[src/rtl/dff_univ_shift_reg_pkg.sv]
// rtl/dff_univ_shift_reg_pkg.sv - mode encodings and counter width helper for the universal shift register
package dff_univ_shift_reg_pkg;

    localparam logic [2:0] MODE_HOLD  = 3'b000;
    localparam logic [2:0] MODE_SHR   = 3'b001;
    localparam logic [2:0] MODE_SHL   = 3'b010;
    localparam logic [2:0] MODE_LOAD  = 3'b011;
    localparam logic [2:0] MODE_ROTR  = 3'b100;
    localparam logic [2:0] MODE_ROTL  = 3'b101;
    localparam logic [2:0] MODE_CLEAR = 3'b110;
    localparam logic [2:0] MODE_RSVD  = 3'b111;

    // Counter must represent 0..width inclusive.
    function automatic int cnt_width(input int width);
        return $clog2(width + 1);
    endfunction

endpackage

[src/rtl/dff_univ_shift_reg_dff_cell.sv]
// rtl/dff_univ_shift_reg_dff_cell.sv - 1-bit rising-edge flop with sync reset and enable
module dff_cell #(
    parameter logic RST_BIT = 1'b0
) (
    input  logic clk,
    input  logic rst,
    input  logic en,
    input  logic d,
    output logic q
);

    always_ff @(posedge clk) begin
        if (rst) begin
            q <= RST_BIT;
        end else if (en) begin
            q <= d;
        end
    end

endmodule

[src/rtl/dff_univ_shift_reg.sv]
// rtl/dff_univ_shift_reg.sv - universal load/shift/rotate register with saturating shift counter
module dff_univ_shift_reg
    import dff_univ_shift_reg_pkg::*;
#(
    parameter int               WIDTH   = 8,
    parameter logic [WIDTH-1:0] RST_VAL = '0
) (
    input  logic                          clk,
    input  logic                          rst,
    input  logic                          en,
    input  logic [2:0]                    mode,
    input  logic [WIDTH-1:0]              d,
    input  logic                          sin_r,
    input  logic                          sin_l,
    output logic [WIDTH-1:0]              q,
    output logic                          sout_r,
    output logic                          sout_l,
    output logic [cnt_width(WIDTH)-1:0]   shift_cnt,
    output logic                          done
);

    localparam int CNT_W = cnt_width(WIDTH);
    localparam logic [CNT_W-1:0] CNT_MAX = CNT_W'(WIDTH);

    logic [WIDTH-1:0] q_next;
    logic             cnt_inc;
    logic             cnt_zero;

    always_comb begin
        q_next   = q;
        cnt_inc  = 1'b0;
        cnt_zero = 1'b0;
        case (mode)
            MODE_SHR: begin
                q_next  = {sin_r, q[WIDTH-1:1]};
                cnt_inc = 1'b1;
            end
            MODE_SHL: begin
                q_next  = {q[WIDTH-2:0], sin_l};
                cnt_inc = 1'b1;
            end
            MODE_LOAD: begin
                q_next   = d;
                cnt_zero = 1'b1;
            end
            MODE_ROTR: begin
                q_next  = {q[0], q[WIDTH-1:1]};
                cnt_inc = 1'b1;
            end
            MODE_ROTL: begin
                q_next  = {q[WIDTH-2:0], q[WIDTH-1]};
                cnt_inc = 1'b1;
            end
            MODE_CLEAR: begin
                q_next   = '0;
                cnt_zero = 1'b1;
            end
            default: begin
            end
        endcase
    end

    for (genvar i = 0; i < WIDTH; i++) begin : g_cell
        dff_cell #(
            .RST_BIT (RST_VAL[i])
        ) u_cell (
            .clk (clk),
            .rst (rst),
            .en  (en),
            .d   (q_next[i]),
            .q   (q[i])
        );
    end

    // Counter saturates so done stays asserted while data keeps moving.
    always_ff @(posedge clk) begin
        if (rst) begin
            shift_cnt <= '0;
        end else if (en) begin
            if (cnt_zero) begin
                shift_cnt <= '0;
            end else if (cnt_inc && shift_cnt != CNT_MAX) begin
                shift_cnt <= shift_cnt + 1'b1;
            end
        end
    end

    assign sout_r = q[0];
    assign sout_l = q[WIDTH-1];
    assign done   = (shift_cnt == CNT_MAX);

endmodule

[config.mk]
export PLATFORM = sky130hd
export DESIGN_NAME = dff_univ_shift_reg
export DESIGN_NICKNAME = d
export VERILOG_FILES = /design/src/rtl/dff_univ_shift_reg_pkg.sv /design/src/rtl/dff_univ_shift_reg_dff_cell.sv /design/src/rtl/dff_univ_shift_reg.sv
export SDC_FILE = /design/constraint.sdc
export NUM_CORES = 1
export LEC_CHECK = 0
export BUFFER_PORTS_ARGS = -buffer_cell sky130_fd_sc_hd__buf_4
export CELL_PAD_IN_SITES_DETAIL_PLACEMENT = 1
export CELL_PAD_IN_SITES_GLOBAL_PLACEMENT = 2
export CORE_ASPECT_RATIO = 1.75
export CORE_MARGIN = 2
export CORE_UTILIZATION = 24
export CTS_BUF_LIST = sky130_fd_sc_hd__clkbuf_16
export DETAILED_ROUTE_END_ITERATION = 12
export GPL_ROUTABILITY_DRIVEN = 0
export GPL_TIMING_DRIVEN = 0
export PLACE_DENSITY_LB_ADDON = 0.1
export SYNTH_ARGS = -nofsm -noshare
export SYNTH_HDL_FRONTEND = slang
export SYNTH_SLANG_ARGS = --single-unit
[constraint.sdc]
create_clock -name clk -period 1.3 [get_ports clk]
set_input_delay 0.065 -clock clk [delete_from_list [all_inputs] [get_ports clk]]
set_output_delay 0.065 -clock clk [all_outputs]
set_load 0.1 [all_outputs]
== Word-level counts from Yosys, hierarchy flattened ==
Cells that the tools add are included.

* Bits in registers: 12
* Bits of input ports: 16
* Output and inout bits: 15
* Word-level logic and storage cells: 30

* Add/subtract/negate cells: 1
* Equal/unequal tests: 8
* Muxes and demuxes: 5
* Reduce and logical (&&, ||, !) cells: 7

{| class="wikitable"
|+ Operators with widths
! cell !! count
|-
| $pmux W8 S6 || 1
|-
| $eq A3 B3 Y1 const B || 3
|-
| $mux W4 || 2
|-
| $eq A3 B2 Y1 const B || 2
|-
| $reduce_bool A6 Y1 || 1
|-
| $add A4 B1 Y4 const B || 1
|-
| $eq A4 B4 Y1 const B || 1
|-
| $ne A4 B4 Y1 const B || 1
|-
| $reduce_and A2 Y1 || 2
|-
| $reduce_or A4 Y1 || 1
|-
| $eq A3 B1 Y1 const B || 1
|-
| $mux W1 || 2
|-
| $reduce_bool A2 Y1 || 1
|-
| $reduce_or A2 Y1 || 1
|-
| $logic_and A1 B1 Y1 || 1
|}

== Logic depth before layout (Yosys ltp) ==
Gate-level depths: netlist of run 1.

* Depth after elaboration: 6
* Depth in mapped cells: 7
* Gate-level depth less buffers: 6

== Modules after synthesis ==
From an unflattened synthesis of run 1, not the netlist that was laid out.

* Cells, all modules: 145
* Area total of the unflattened synthesis: 1071.0 um^2

{| class="wikitable"
|+ By module, submodules not included
! module !! instances !! cells each !! area each (um^2) !! sequential area each (um^2)
|-
| dff_univ_shift_reg || 1 || 121 || 800.8 || 80.1
|-
| dff_cell || 8 || 3 || 33.8 || 20.0
|}

== Worst setup path before layout of run 1 ==
OpenSTA, ideal clock, no wires.

* Path kind: flip-flop to output port
* From: register shift_cnt[3]
* To: output port done
* Arrival: 1.920 ns
* Data required time: 1.235 ns
* Setup slack: -0.685 ns
* Stages on the path, launching flop included: 3
* Buffers on the path: 0
* Cells stage by stage: dfxtp_1 > nand3b_1 > inv_1

* Word-level cells in the longest chain between the ends: 1

{| class="wikitable"
|+ RTL lines
! what !! line !! RTL
|-
| start: declaration || dff_univ_shift_reg.sv:18 || <nowiki>output logic [cnt_width(WIDTH)-1:0] shift_cnt,</nowiki>
|-
| start signal: assignment || dff_univ_shift_reg.sv:83 || <nowiki>shift_cnt <= shift_cnt + 1'b1;</nowiki>
|-
| $eq A4 B4 Y1 || dff_univ_shift_reg.sv:90 || <nowiki>assign done = (shift_cnt == CNT_MAX);</nowiki>
|-
| end: declaration || dff_univ_shift_reg.sv:19 || <nowiki>output logic done</nowiki>
|}

No other way between the ends.

== Worst setup path in the final report of run 1 ==
* From: register shift_cnt[1]
* To: output port done

The elaborated chain is that of the path after synthesis.

==> metrics.txt, run 1 <==
# TYPE chip_impl_metric gauge
chip_impl_metric{name="report.final.hold_viol_count",unit=""} 0
chip_impl_info{name="reg2reg_to",value="shift_cnt[0]$_SDFFE_PP0P_"} 1
chip_impl_info{name="cp-start-kind",value="flop"} 1
chip_impl_info{name="crit_start",value="shift_cnt[1]$_SDFFE_PP0P_"} 1
chip_impl_metric{name="maxClockFrequency",unit="GHz"} 0.7493
chip_impl_metric{name="cts_inserted_buffers",unit=""} 3
chip_impl_metric{name="syn_avg_cell_area",unit="µm²"} 8.144
chip_impl_metric{name="grt_remaining_overflow",unit=""} 0
chip_impl_metric{name="detailed_place.area",unit="mm²"} 0.001215
chip_impl_metric{name="drive_gt1_frac",unit=""} 0.4533
chip_impl_metric{name="worst_slack",unit="ns"} -0.03458
chip_impl_metric{name="leakage",unit="nW"} 0.5783
chip_impl_metric{name="clock-sinks",unit=""} 12
chip_impl_metric{name="area.growth.synth_to_final",unit="%"} 48.97
chip_impl_info{name="tritoncts_clock_tree",value="yes"} 1
chip_impl_metric{name="cts_max_level",unit=""} 1
chip_impl_metric{name="slew_viol_final",unit=""} 0
chip_impl_metric{name="antenna_found_initial",unit=""} 0
chip_impl_metric{name="worst_ir_drop_vdd",unit="V"} 0.0005531
chip_impl_metric{name="multi_input_area",unit="µm²"} 549.3
chip_impl_metric{name="seq_area_frac_synth",unit=""} 0.2634
chip_impl_metric{name="synth-edff-count",unit=""} 0
chip_impl_metric{name="grt_start_max_net_pins",unit=""} 11
chip_impl_metric{name="groute.usage.overall",unit=""} 0.1433
chip_impl_metric{name="reg2reg_depth",unit=""} 7
chip_impl_metric{name="number_of_global_route_vias_before_repair",unit=""} 1069
chip_impl_metric{name="wl",unit="µm"} 2933
chip_impl_metric{name="synth_fp_nets",unit=""} 130
chip_impl_metric{name="detailroute.via_count",unit=""} 991
chip_impl_metric{name="setup_viol",unit=""} 2
chip_impl_metric{name="post_drt_wl_per_cell",unit="µm"} 14.96
chip_impl_info{name="critical_path.reg2reg.startpoint",value="shift_cnt[1]$_SDFFE_PP0P_"} 1
chip_impl_metric{name="buffer_ports.inserted",unit=""} 29
chip_impl_info{name="timing_worst_setup_path_type",value="reg2out"} 1
chip_impl_metric{name="totalPowerFinal",unit="mW"} 1.518
chip_impl_info{name="clk_root_buffer_cell",value="clkbuf_16"} 1
chip_impl_metric{name="cap_viol_max_count",unit=""} 0
chip_impl_metric{name="num-nets-final",unit=""} 169
chip_impl_metric{name="synth_top_cell_area_share",unit=""} 0.2634
chip_impl_info{name="endpoint",value="done"} 1
chip_impl_metric{name="fillerInstances",unit=""} 454
chip_impl_metric{name="worstPathArrival",unit="ns"} 1.27
chip_impl_metric{name="yosysUniqueCellTypes",unit=""} 30
chip_impl_metric{name="critPathRequiredTime",unit="ns"} 1.24
chip_impl_info{name="hp-class",value="in2reg"} 1
chip_impl_metric{name="dieHeight",unit="µm"} 85.55
chip_impl_metric{name="area.sequential",unit="µm²"} 257.7
chip_impl_metric{name="whs",unit="ns"} 0.01498
chip_impl_metric{name="clkTransAtPathRegs",unit="ns"} 0.04
chip_impl_metric{name="skew",unit="ns"} 0.001690
chip_impl_metric{name="hpwl",unit="µm"} 2256
chip_impl_metric{name="max-clock-path-buffers",unit=""} 2
chip_impl_info{name="worst_setup_ep_type",value="output pin"} 1
chip_impl_metric{name="route.antenna.remaining_nets",unit=""} 0
chip_impl_metric{name="layoutNonFillerInstCount",unit=""} 196
chip_impl_metric{name="design.die.area",unit="mm²"} 0.004329
chip_impl_metric{name="synth-seq-cells",unit=""} 12
chip_impl_metric{name="post-route-util",unit=""} 0.3745
chip_impl_info{name="yosys.cell_count.top_type",value="nor2_1"} 1
chip_impl_metric{name="top_level_ports",unit=""} 31
chip_impl_info{name="result_of_the_run",value="finished with violations"} 1
chip_impl_metric{name="die_x",unit="µm"} 50.60
chip_impl_metric{name="netlist_area",unit="µm²"} 912.1
chip_impl_metric{name="worst_slew_margin_rel",unit=""} 0.5847
chip_impl_metric{name="vias_per_cell",unit=""} 5.056
chip_impl_metric{name="worst_skew_pair.late_latency",unit="ns"} 0.24
chip_impl_metric{name="cp_max_fo",unit=""} 3
chip_impl_info{name="synthTopCellsByArea",value="dfxtp_1 (26%), a211oi_2 (8.2%), mux2i_1 (7.7%), a221oi_1 (6.7%), buf_4 (6.6%)"} 1
chip_impl_metric{name="cellPowerDensity",unit="mW/mm²"} 1117
chip_impl_info{name="synth_top_area_cell",value="dfxtp_1"} 1
chip_impl_metric{name="global_route_wire_length_before_repair",unit="µm"} 4843
chip_impl_metric{name="drt_iter0_markers",unit=""} 16
chip_impl_metric{name="number_of_iterations_in_the_first_detailed_routing_pass",unit=""} 4
chip_impl_info{name="grt_setup_unrepaired",value="yes"} 1
chip_impl_metric{name="post-route-min-period",unit="ns"} 1.335
chip_impl_metric{name="post-place-cells",unit=""} 187
chip_impl_metric{name="placementRows",unit=""} 29
chip_impl_metric{name="final.period_utilization",unit=""} 1.027
chip_impl_info{name="synth_top_cells_by_count",value="nor2_1 (14), dfxtp_1 (12), buf_4 (8)"} 1
chip_impl_info{name="ys.flop_type",value="dfxtp_1"} 1
chip_impl_metric{name="asyncSetResetFlopFracSynth",unit=""} 0
chip_impl_metric{name="instance_count_of_the_mapped_netlist",unit=""} 112
chip_impl_metric{name="yosysWarnings",unit=""} 0
chip_impl_metric{name="core_area",unit="mm²"} 0.003628
chip_impl_metric{name="finish.instance_area",unit="mm²"} 0.001359
chip_impl_metric{name="cts_hold_buf",unit=""} 0
chip_impl_info{name="worstHoldStart",value="rst"} 1
chip_impl_metric{name="drt_drc_violations_left",unit=""} 0
chip_impl_metric{name="slew_worst_pin",unit="ns"} 0.6229
chip_impl_metric{name="worst-r2r-setup-slack",unit="ns"} -0.01
chip_impl_metric{name="start_util",unit=""} 0.2514
chip_impl_metric{name="n_antenna_cell",unit=""} 0
chip_impl_info{name="violations_in_the_final_reports",value="setup timing"} 1
[kinds of logic after synthesis]
group | after synthesis | share of synthesized area
xor+xnor | 1 | 0.009604
mux | 7 | 0.07682
compound gates | 32 | 0.2743
simple gates | 37 | 0.1962
flops | 12 | 0.2634
fa+ha+maj | 2 | 0.02743
buf+inv | 21 | 0.1522
[registers in the layout (all words and copies together) (netlist names)]
register         flops
shift_cnt            4
g_cell.u_cell.q      8
[critical path, cell delays in order (launching register included)]
cell,delay [ns]
dfxtp_4,0.35
inv_4,0.04
ha_4,0.14
nand3b_1,0.18
clkinvlp_4,0.14
buf_12,0.17
[per-layer routing]
layer / GRT usage / vias to the layer above / routed length [µm]
met1: 0.1548 / 479 / 1090
met4: 0.03686 / 0 / 34
li1: - / 482 / -
met5: 0 / - / 0
met3: 0.01568 / 4 / 100
met2: 0.2835 / 26 / 1708
[final cells by class]
cell class	count	area share
Buffer	15	0.08564
Clock buffer	3	0.05525
Clock inverter	1	0.002762
Inverter	6	0.02302
Multi-Input combinational cell	79	0.4042
Sequential cell	12	0.1897
Tap cell	46	0.04236
Timing Repair Buffer	34	0.1971
[where the power goes]
| group | internal [mW] | switching, mW | total [mW] |
|---|---|---|---|
| clock network | 0.404 | 0.152 | 0.556 |
| logic | 0.176 | 0.361 | 0.537 |
| registers | 0.390 | 0.0347 | 0.425 |
[cell usage in the layout, fill, tap and decap left out, types with 2 or more instances in the layout]
| master | count |
|---|---|
| nor2_1 | 14 |
| buf_6 | 2 |
| o21ai_0 | 3 |
| buf_2 | 3 |
| buf_4 | 41 |
| inv_1 | 3 |
| nand3b_1 | 3 |
| mux2i_1 | 7 |
| inv_4 | 2 |
| nand2_1 | 6 |
| a21oi_1 | 6 |
| nand3_1 | 5 |
| dfxtp_1 | 6 |
| o21ai_1 | 3 |
| a221oi_1 | 7 |
| nor2b_1 | 3 |
| clkbuf_16 | 3 |
| nand4_1 | 3 |
| dfxtp_4 | 4 |
| a211oi_2 | 6 |
| dfxtp_2 | 2 |
[worst min-delay path by stage]
stage / to / slack [ns] / cells past startpoint
after global placement: g_cell[2].u_cell.q$_SDFFE_PP0P_ / 0.25 / 2
after CTS: g_cell[2].u_cell.q$_SDFFE_PP0P_ / 0.01 / 2
after floorplan: g_cell[2].u_cell.q$_SDFFE_PP0P_ / 0.14 / 1
after global routing: g_cell[2].u_cell.q$_SDFFE_PP0P_ / 0.02 / 2
final: g_cell[2].u_cell.q$_SDFFE_PP0P_ / 0.01 / 2
after detailed placement: g_cell[2].u_cell.q$_SDFFE_PP0P_ / 0.25 / 2
[stage by stage]
| stage | setup TNS [ns] | worst slack [ns] |
|---|---|---|
| 6_report | -0.04733 | -0.03458 |
| 5_1_grt | -0.2318 | -0.09244 |
| 4_1_cts | -0.09239 | -0.09239 |
| 3_5_place_dp | -0.8129 | -0.1066 |
| 3_3_place_gp | -0.7008 | -0.1285 |
| 2_1_floorplan | -0.2513 | -0.1929 |
[repair_timing]
item	4_1_cts	5_1_grt
pin swaps	0	4
resized for setup	3	3
endpoints found under the hold margin	0	0
cloned	0	0
buffers inserted	3	2
setup endpoints to repair	3	3
Note: power is estimated with default switching activity, not from simulation.
==> run 2, diff against run 1 <==
Settings changed: ABC_AREA from default to 1, CORE_UTILIZATION 24 to 23.
==> metrics.txt, run 2 <==
# TYPE chip_impl_metric gauge
chip_impl_metric{name="hpwl",unit="µm"} 2474
chip_impl_metric{name="cts_max_level",unit=""} 1
chip_impl_metric{name="cap_viol_max_count",unit=""} 0
chip_impl_metric{name="post-route-util",unit=""} 0.3294
chip_impl_metric{name="vias_per_cell",unit=""} 4.389
chip_impl_info{name="critical_path.reg2reg.startpoint",value="shift_cnt[0]$_SDFFE_PP0P_"} 1
chip_impl_metric{name="slowest_delay",unit="ns"} 0.38
chip_impl_info{name="synthTopCellsByArea",value="dfxtp_1 (23%), nand2_1 (15%), nor2_1 (11%), inv_1 (8.0%), buf_4 (5.8%)"} 1
chip_impl_info{name="clk_root_buffer_cell",value="clkbuf_16"} 1
chip_impl_metric{name="maxClockFrequency",unit="GHz"} 0.8245
chip_impl_metric{name="reg2reg_depth",unit=""} 7
chip_impl_info{name="cell_type_of_the_slowest_stage_on_the_worst_timing_path",value="dfxtp_4"} 1
chip_impl_metric{name="worst_slew_margin_rel",unit=""} 0.7581
chip_impl_info{name="hp-class",value="in2reg"} 1
chip_impl_metric{name="route.antenna.remaining_nets",unit=""} 0
chip_impl_metric{name="grt_start_max_net_pins",unit=""} 11
chip_impl_info{name="synth_top_area_cell",value="dfxtp_1"} 1
chip_impl_metric{name="n_antenna_cell",unit=""} 0
chip_impl_info{name="synth_top_cells_by_count",value="nand2_1 (42), nor2_1 (29), inv_1 (22), dfxtp_1 (12), nand3_1 (10)"} 1
chip_impl_metric{name="top_level_ports",unit=""} 31
chip_impl_metric{name="setup_viol",unit=""} 0
chip_impl_metric{name="number_of_iterations_in_the_first_detailed_routing_pass",unit=""} 2
chip_impl_metric{name="worst_ir_drop_vdd",unit="V"} 0.0007571
chip_impl_metric{name="worstPathArrival",unit="ns"} 1.15
chip_impl_metric{name="post-route-min-period",unit="ns"} 1.213
chip_impl_metric{name="layoutNonFillerInstCount",unit=""} 247
chip_impl_metric{name="clkTransAtPathRegs",unit="ns"} 0.05
chip_impl_info{name="worst_setup_ep_type",value="output pin"} 1
chip_impl_metric{name="cp_max_fo",unit=""} 6
chip_impl_metric{name="final.period_utilization",unit=""} 0.9330
chip_impl_metric{name="largest_register_ffs",unit=""} 8
chip_impl_metric{name="core_area",unit="mm²"} 0.004364
chip_impl_metric{name="slew_viol_final",unit=""} 0
chip_impl_metric{name="placementRows",unit=""} 32
chip_impl_info{name="timing_worst_setup_path_type",value="reg2out"} 1
chip_impl_metric{name="seq_area_frac_synth",unit=""} 0.2327
chip_impl_metric{name="worst_skew_pair.late_latency",unit="ns"} 0.24
chip_impl_metric{name="pre_cts_slack",unit="ns"} 0.01685
chip_impl_metric{name="totalPowerFinal",unit="mW"} 1.700
chip_impl_metric{name="groute.usage.overall",unit=""} 0.1403
chip_impl_metric{name="instance_count_of_the_mapped_netlist",unit=""} 164
chip_impl_info{name="tritoncts_clock_tree",value="yes"} 1
chip_impl_metric{name="worst-r2r-setup-slack",unit="ns"} 0.13
chip_impl_metric{name="slew_worst_pin",unit="ns"} 0.3628
chip_impl_info{name="cp-start-kind",value="flop"} 1
chip_impl_metric{name="antenna_found_initial",unit=""} 0
chip_impl_metric{name="yosysUniqueCellTypes",unit=""} 21
chip_impl_info{name="crit_start",value="shift_cnt[0]$_SDFFE_PP0P_"} 1
chip_impl_info{name="yosys.cell_count.top_type",value="nand2_1"} 1
chip_impl_metric{name="num-nets-final",unit=""} 215
chip_impl_metric{name="synth_fp_nets",unit=""} 182
chip_impl_metric{name="design.die.area",unit="mm²"} 0.005061
chip_impl_metric{name="max-clock-path-buffers",unit=""} 2
chip_impl_metric{name="report.final.hold_viol_count",unit=""} 0
chip_impl_info{name="ys.flop_type",value="dfxtp_1"} 1
chip_impl_info{name="endpoint",value="done"} 1
chip_impl_metric{name="wl",unit="µm"} 3072
chip_impl_metric{name="area.growth.synth_to_final",unit="%"} 39.27
chip_impl_metric{name="number_of_global_route_vias_before_repair",unit=""} 1106
chip_impl_metric{name="dieHeight",unit="µm"} 92.62
chip_impl_info{name="reg2reg_to",value="shift_cnt[2]$_SDFFE_PP0P_"} 1
chip_impl_info{name="max_flop_register",value="g_cell.u_cell.q"} 1
chip_impl_metric{name="drt_iter0_markers",unit=""} 3
chip_impl_info{name="path_cells",value="inv_4 > ha_4 > nand2_4 > clkinvlp_4 > buf_6"} 1
chip_impl_metric{name="drive_gt1_frac",unit=""} 0.3724
chip_impl_metric{name="clock-sinks",unit=""} 12
chip_impl_info{name="grt_setup_unrepaired",value="no"} 1
chip_impl_info{name="final_common_cell",value="nand2_1"} 1
chip_impl_metric{name="critPathRequiredTime",unit="ns"} 1.24
chip_impl_metric{name="cts_inserted_buffers",unit=""} 3
chip_impl_metric{name="leakage",unit="nW"} 0.7536
chip_impl_metric{name="synth_top_cell_area_share",unit=""} 0.2327
chip_impl_metric{name="post-place-cells",unit=""} 242
chip_impl_info{name="result_of_the_run",value="finished, final reports clean"} 1
chip_impl_info{name="most-common-layout-cells",value="nand2_1 (41), buf_4 (34), nor2_1 (28)"} 1
chip_impl_metric{name="drt_drc_violations_left",unit=""} 0
chip_impl_metric{name="synth-edff-count",unit=""} 0
chip_impl_metric{name="netlist_area",unit="mm²"} 0.001032
chip_impl_info{name="top_regs",value="g_cell.u_cell.q: 8 flops, shift_cnt: 4 flops"} 1
chip_impl_metric{name="synth-seq-cells",unit=""} 12
chip_impl_metric{name="skew",unit="ns"} 0.003714
chip_impl_metric{name="fillerInstances",unit=""} 568
chip_impl_metric{name="final_tns_setup",unit="ns"} 0
chip_impl_metric{name="worst_slack",unit="ns"} 0.08709
chip_impl_metric{name="yosysWarnings",unit=""} 0
chip_impl_metric{name="start_util",unit=""} 0.2365
chip_impl_metric{name="cellPowerDensity",unit="mW/mm²"} 1182
chip_impl_metric{name="detailroute.via_count",unit=""} 1084
chip_impl_metric{name="global_route_wire_length_before_repair",unit="µm"} 5244
chip_impl_metric{name="buffer_ports.inserted",unit=""} 27
chip_impl_metric{name="asyncSetResetFlopFracSynth",unit=""} 0
chip_impl_metric{name="die_x",unit="µm"} 54.64
chip_impl_metric{name="syn_avg_cell_area",unit="µm²"} 6.294
chip_impl_metric{name="post_drt_wl_per_cell",unit="µm"} 12.44
chip_impl_metric{name="grt_remaining_overflow",unit=""} 0
==> run 2: cell types whose count changed in the layout (fill, tap and decap cells not counted), moves of 5 or more <==
| cell | change |
|---|---|
| a221oi_1 | -7 |
| nor2_1 | +14 |
| a211oi_2 | -6 |
| buf_4 | -7 |
| nand2_1 | +35 |
| nand3_1 | +5 |
| nand2_4 | +5 |
| mux2i_1 | -7 |
| inv_1 | +17 |
| nand2_2 | +6 |
==> run 2: layout make-up <==
| cell class | count | area [µm²] | share of cell area |
|---|---|---|---|
| Sequential cell | 12 | 257.7 | 0.1793 |
| Multi-Input combinational cell | 115 | 600.6 | 0.4178 |
| Tap cell | 51 | 63.81 | 0.04439 |
| Buffer | 13 | 118.9 | 0.08268 |
| Inverter | 24 | 101.3 | 0.07050 |
| Timing Repair Buffer | 28 | 216.5 | 0.1506 |
| Clock inverter | 1 | 3.754 | 0.002611 |
| Clock buffer | 3 | 75.07 | 0.05222 |
==> run 2: worst max-delay path: cells and delay by family, from the launching register on <==
family / cells / cell delay, ns
flip-flops: 1 / 0.38
buffers and inverters: 3 / 0.30
adder cells (fa/ha/maj): 1 / 0.15
AND/OR/NAND/NOR: 1 / 0.07
==> run 2: how the worst min path moves through the flow <==
| stage | from | slack (ns) | end | depth (start not counted) |
|---|---|---|---|---|
| after detailed placement | rst | 0.24 | shift_cnt[2]$_SDFFE_PP0P_ | 2 |
| after floorplan | rst | 0.12 | shift_cnt[2]$_SDFFE_PP0P_ | 1 |
| final | en | 0.14 | shift_cnt[1]$_SDFFE_PP0P_ | 3 |
| after global routing | en | 0.15 | shift_cnt[1]$_SDFFE_PP0P_ | 3 |
| after CTS | en | 0.14 | shift_cnt[1]$_SDFFE_PP0P_ | 3 |
| after global placement | rst | 0.23 | shift_cnt[2]$_SDFFE_PP0P_ | 2 |
==> run 2: stage by stage <==
step	instance area (µm²)	hold WS, ns
6_report	1438	0.1403
5_1_grt	1438	0.1518
4_1_cts	1434	0.1416
3_5_place_dp	1345	0.2367
3_3_place_gp	1345	0.2264
2_1_floorplan	1079	0.1183
==> run 2: power breakdown <==
part | total [mW] | switching (mW) | internal, mW
registers | 0.440 | 0.0403 | 0.399
logic | 0.687 | 0.482 | 0.206
clock network | 0.573 | 0.167 | 0.405
==> run 2: layer usage <==
layer  part of all wire  global-route usage  vias to the layer above
li1                   -                   -                      561
met1               0.39              0.1579                      503
met2               0.57              0.2500                       16
met3              0.033             0.02903                        4
met4              0.012             0.03958                        0
met5                  0                   0                        -
==> run 2: cells by family after synthesis <==
logic type	synth area share
fa+ha+maj	0.02424
xor+xnor	0.008486
compound gates	0.07394
simple gates	0.4533
flops	0.2327
buf+inv	0.2073
==> run 2: timing repair <==
item,CTS,global route
setup endpoints to repair,0,1
buffers inserted,0,0
gates resized for setup,0,1
hold buffers,1,0
hold endpoints to repair,1,0
==> run 3, diff against run 2 <==
Settings changed: CORE_UTILIZATION 23 to 26.
Clock period 1.3 ns to 1.18 ns, I/O delays scaled along.
==> metrics.txt, run 3 (synthesized netlist as in run 2, its figures left out) <==
# TYPE chip_impl_metric gauge
chip_impl_metric{name="slew_worst_pin",unit="ns"} 0.3542
chip_impl_metric{name="fillerInstances",unit=""} 522
chip_impl_metric{name="core_area",unit="mm²"} 0.003829
chip_impl_info{name="max_flop_register",value="g_cell.u_cell.q"} 1
chip_impl_metric{name="post-route-util",unit=""} 0.3833
chip_impl_metric{name="cellPowerDensity",unit="mW/mm²"} 1295
chip_impl_info{name="cpLargestDelayFamily",value="flip-flops"} 1
chip_impl_info{name="path_cells",value="inv_4 > ha_4 > nand2_4 > clkinvlp_4 > buf_12"} 1
chip_impl_metric{name="num-nets-final",unit=""} 217
chip_impl_metric{name="die_x",unit="µm"} 51.63
chip_impl_metric{name="area.growth.synth_to_final",unit="%"} 42.18
chip_impl_metric{name="start_util",unit=""} 0.2696
chip_impl_info{name="violations_in_the_final_reports",value="setup timing"} 1
chip_impl_info{name="grt_setup_unrepaired",value="yes"} 1
chip_impl_metric{name="grt_remaining_overflow",unit=""} 0
chip_impl_metric{name="drt_drc_violations_left",unit=""} 0
chip_impl_metric{name="design.die.area",unit="mm²"} 0.004510
chip_impl_info{name="top_regs",value="g_cell.u_cell.q: 8 flops, shift_cnt: 4 flops"} 1
chip_impl_metric{name="worst_slack",unit="ns"} -0.01979
chip_impl_info{name="most-common-layout-cells",value="nand2_1 (40), buf_4 (36), nor2_1 (28)"} 1
chip_impl_metric{name="cap_viol_max_count",unit=""} 0
chip_impl_metric{name="largest_register_ffs",unit=""} 8
chip_impl_metric{name="cts_max_level",unit=""} 1
chip_impl_metric{name="detailroute.via_count",unit=""} 1095
chip_impl_info{name="hp-class",value="in2reg"} 1
chip_impl_metric{name="groute.usage.overall",unit=""} 0.1479
chip_impl_metric{name="worstPathArrival",unit="ns"} 1.14
chip_impl_metric{name="grt_start_max_net_pins",unit=""} 11
chip_impl_info{name="cp-start-kind",value="flop"} 1
chip_impl_metric{name="setup_viol",unit=""} 1
chip_impl_metric{name="dieHeight",unit="µm"} 87.36
chip_impl_metric{name="critical_path.n_buffers_inverters",unit=""} 3
chip_impl_metric{name="number_of_iterations_in_the_first_detailed_routing_pass",unit=""} 4
chip_impl_metric{name="clkTransAtPathRegs",unit="ns"} 0.05
chip_impl_metric{name="buffer_ports.inserted",unit=""} 27
chip_impl_metric{name="worst_ir_drop_vdd",unit="V"} 0.0005898
chip_impl_metric{name="cp_max_fo",unit=""} 3
chip_impl_metric{name="slew_viol_final",unit=""} 0
chip_impl_metric{name="drive_gt1_frac",unit=""} 0.3838
chip_impl_metric{name="slowest_delay",unit="ns"} 0.36
chip_impl_metric{name="global_route_wire_length_before_repair",unit="µm"} 5023
chip_impl_metric{name="maxClockFrequency",unit="GHz"} 0.8335
chip_impl_info{name="cell_type_of_the_slowest_stage_on_the_worst_timing_path",value="dfxtp_4"} 1
chip_impl_metric{name="number_of_global_route_vias_before_repair",unit=""} 1167
chip_impl_info{name="timing_worst_setup_path_type",value="reg2out"} 1
chip_impl_metric{name="worst_slew_margin_rel",unit=""} 0.7639
chip_impl_metric{name="drt_iter0_markers",unit=""} 3
chip_impl_metric{name="report.final.hold_viol_count",unit=""} 0
chip_impl_metric{name="n_antenna_cell",unit=""} 0
chip_impl_metric{name="top_level_ports",unit=""} 31
chip_impl_metric{name="hpwl",unit="µm"} 2358
chip_impl_metric{name="cts_inserted_buffers",unit=""} 3
chip_impl_metric{name="antenna_found_initial",unit=""} 0
chip_impl_metric{name="final.period_utilization",unit=""} 1.017
chip_impl_metric{name="clock-sinks",unit=""} 12
chip_impl_metric{name="vias_per_cell",unit=""} 4.451
chip_impl_metric{name="post-route-min-period",unit="ns"} 1.200
chip_impl_metric{name="leakage",unit="nW"} 0.7693
chip_impl_metric{name="area.sequential",unit="µm²"} 257.7
chip_impl_metric{name="skew",unit="ns"} 0.001898
chip_impl_metric{name="multi_input_area",unit="µm²"} 608.1
chip_impl_metric{name="post-place-cells",unit=""} 239
chip_impl_info{name="result_of_the_run",value="finished with violations"} 1
chip_impl_metric{name="max-clock-path-buffers",unit=""} 2
chip_impl_metric{name="worst_skew_pair.late_latency",unit="ns"} 0.24
chip_impl_info{name="final_common_cell",value="nand2_1"} 1
chip_impl_metric{name="layoutNonFillerInstCount",unit=""} 246
chip_impl_metric{name="wl",unit="µm"} 2939
chip_impl_metric{name="critPathRequiredTime",unit="ns"} 1.12
chip_impl_info{name="clk_root_buffer_cell",value="clkbuf_16"} 1
chip_impl_info{name="tritoncts_clock_tree",value="yes"} 1
chip_impl_metric{name="post_drt_wl_per_cell",unit="µm"} 11.95
chip_impl_metric{name="route.antenna.remaining_nets",unit=""} 0
chip_impl_metric{name="placementRows",unit=""} 30
chip_impl_info{name="worst_setup_ep_type",value="output pin"} 1
==> run 3: area by class of cell <==
type	count	area share
inverter	24	0.07076
timing repair buffer	30	0.1637
clock buffer	3	0.05115
buffer	13	0.08099
tap	48	0.04092
sequential	12	0.1756
clock inverter	1	0.002558
multi-input combinational	115	0.4143
==> run 3: where the power goes <==
group | total (mW) | switching (mW) | internal [mW]
sequential | 0.480 | 0.0400 | 0.440
clock | 0.639 | 0.192 | 0.447
combinational | 0.781 | 0.539 | 0.243
total | 1.90 | 0.771 | 1.13
==> run 3: repair_timing <==
action	4_1_cts	5_1_grt
endpoints found under the setup margin	2	5
pin swaps	0	5
hold buffers	1	0
buffers inserted	2	0
hold endpoints to repair	1	0
gates resized for setup	3	3
==> run 3: final timing paths <==
check                           cells past startpoint  slack, ns                         to                 startpoint
worst min register to register                      2       0.52  shift_cnt[3]$_SDFFE_PP0P_  shift_cnt[3]$_SDFFE_PP0P_
worst max-delay path                                5      -0.02                       done  shift_cnt[1]$_SDFFE_PP0P_
worst min-delay path                                3       0.13  shift_cnt[1]$_SDFFE_PP0P_                         en
worst max register to register                      8       0.04  shift_cnt[2]$_SDFFE_PP0P_  shift_cnt[3]$_SDFFE_PP0P_
==> run 3: routing by layer <==
layer | share of wire | vias up | global-route usage
li1 | - | 563 | -
met3 | 0.035 | 5 | 0.01718
met2 | 0.58 | 19 | 0.2937
met5 | 0 | - | 0
met4 | 0.017 | 0 | 0.06699
met1 | 0.37 | 508 | 0.1441
==> run 3: per-stage QoR <==
stage / hold slack [ns] / TNS (ns) / power [mW] / area [µm²] / setup WS [ns]
after detailed placement: 0.2256 / -0.1844 / 1.251 / 1341 / -0.03684
after global routing: 0.1344 / -0.09307 / 2.006 / 1468 / -0.05697
after floorplan: 0.1123 / -0.5388 / 1.083 / 1079 / -0.1213
after CTS: 0.1263 / -0.01532 / 1.920 / 1458 / -0.01532
final: 0.1261 / -0.01979 / 1.900 / 1468 / -0.01979
after global placement: 0.2190 / -0.02359 / 1.239 / 1341 / -0.01555
==> run 3: tightest hold or removal path, stage by stage <==
cell and delay [ns]:
buf_6 0.12, a21oi_1 0.07, nor2_1 0.08
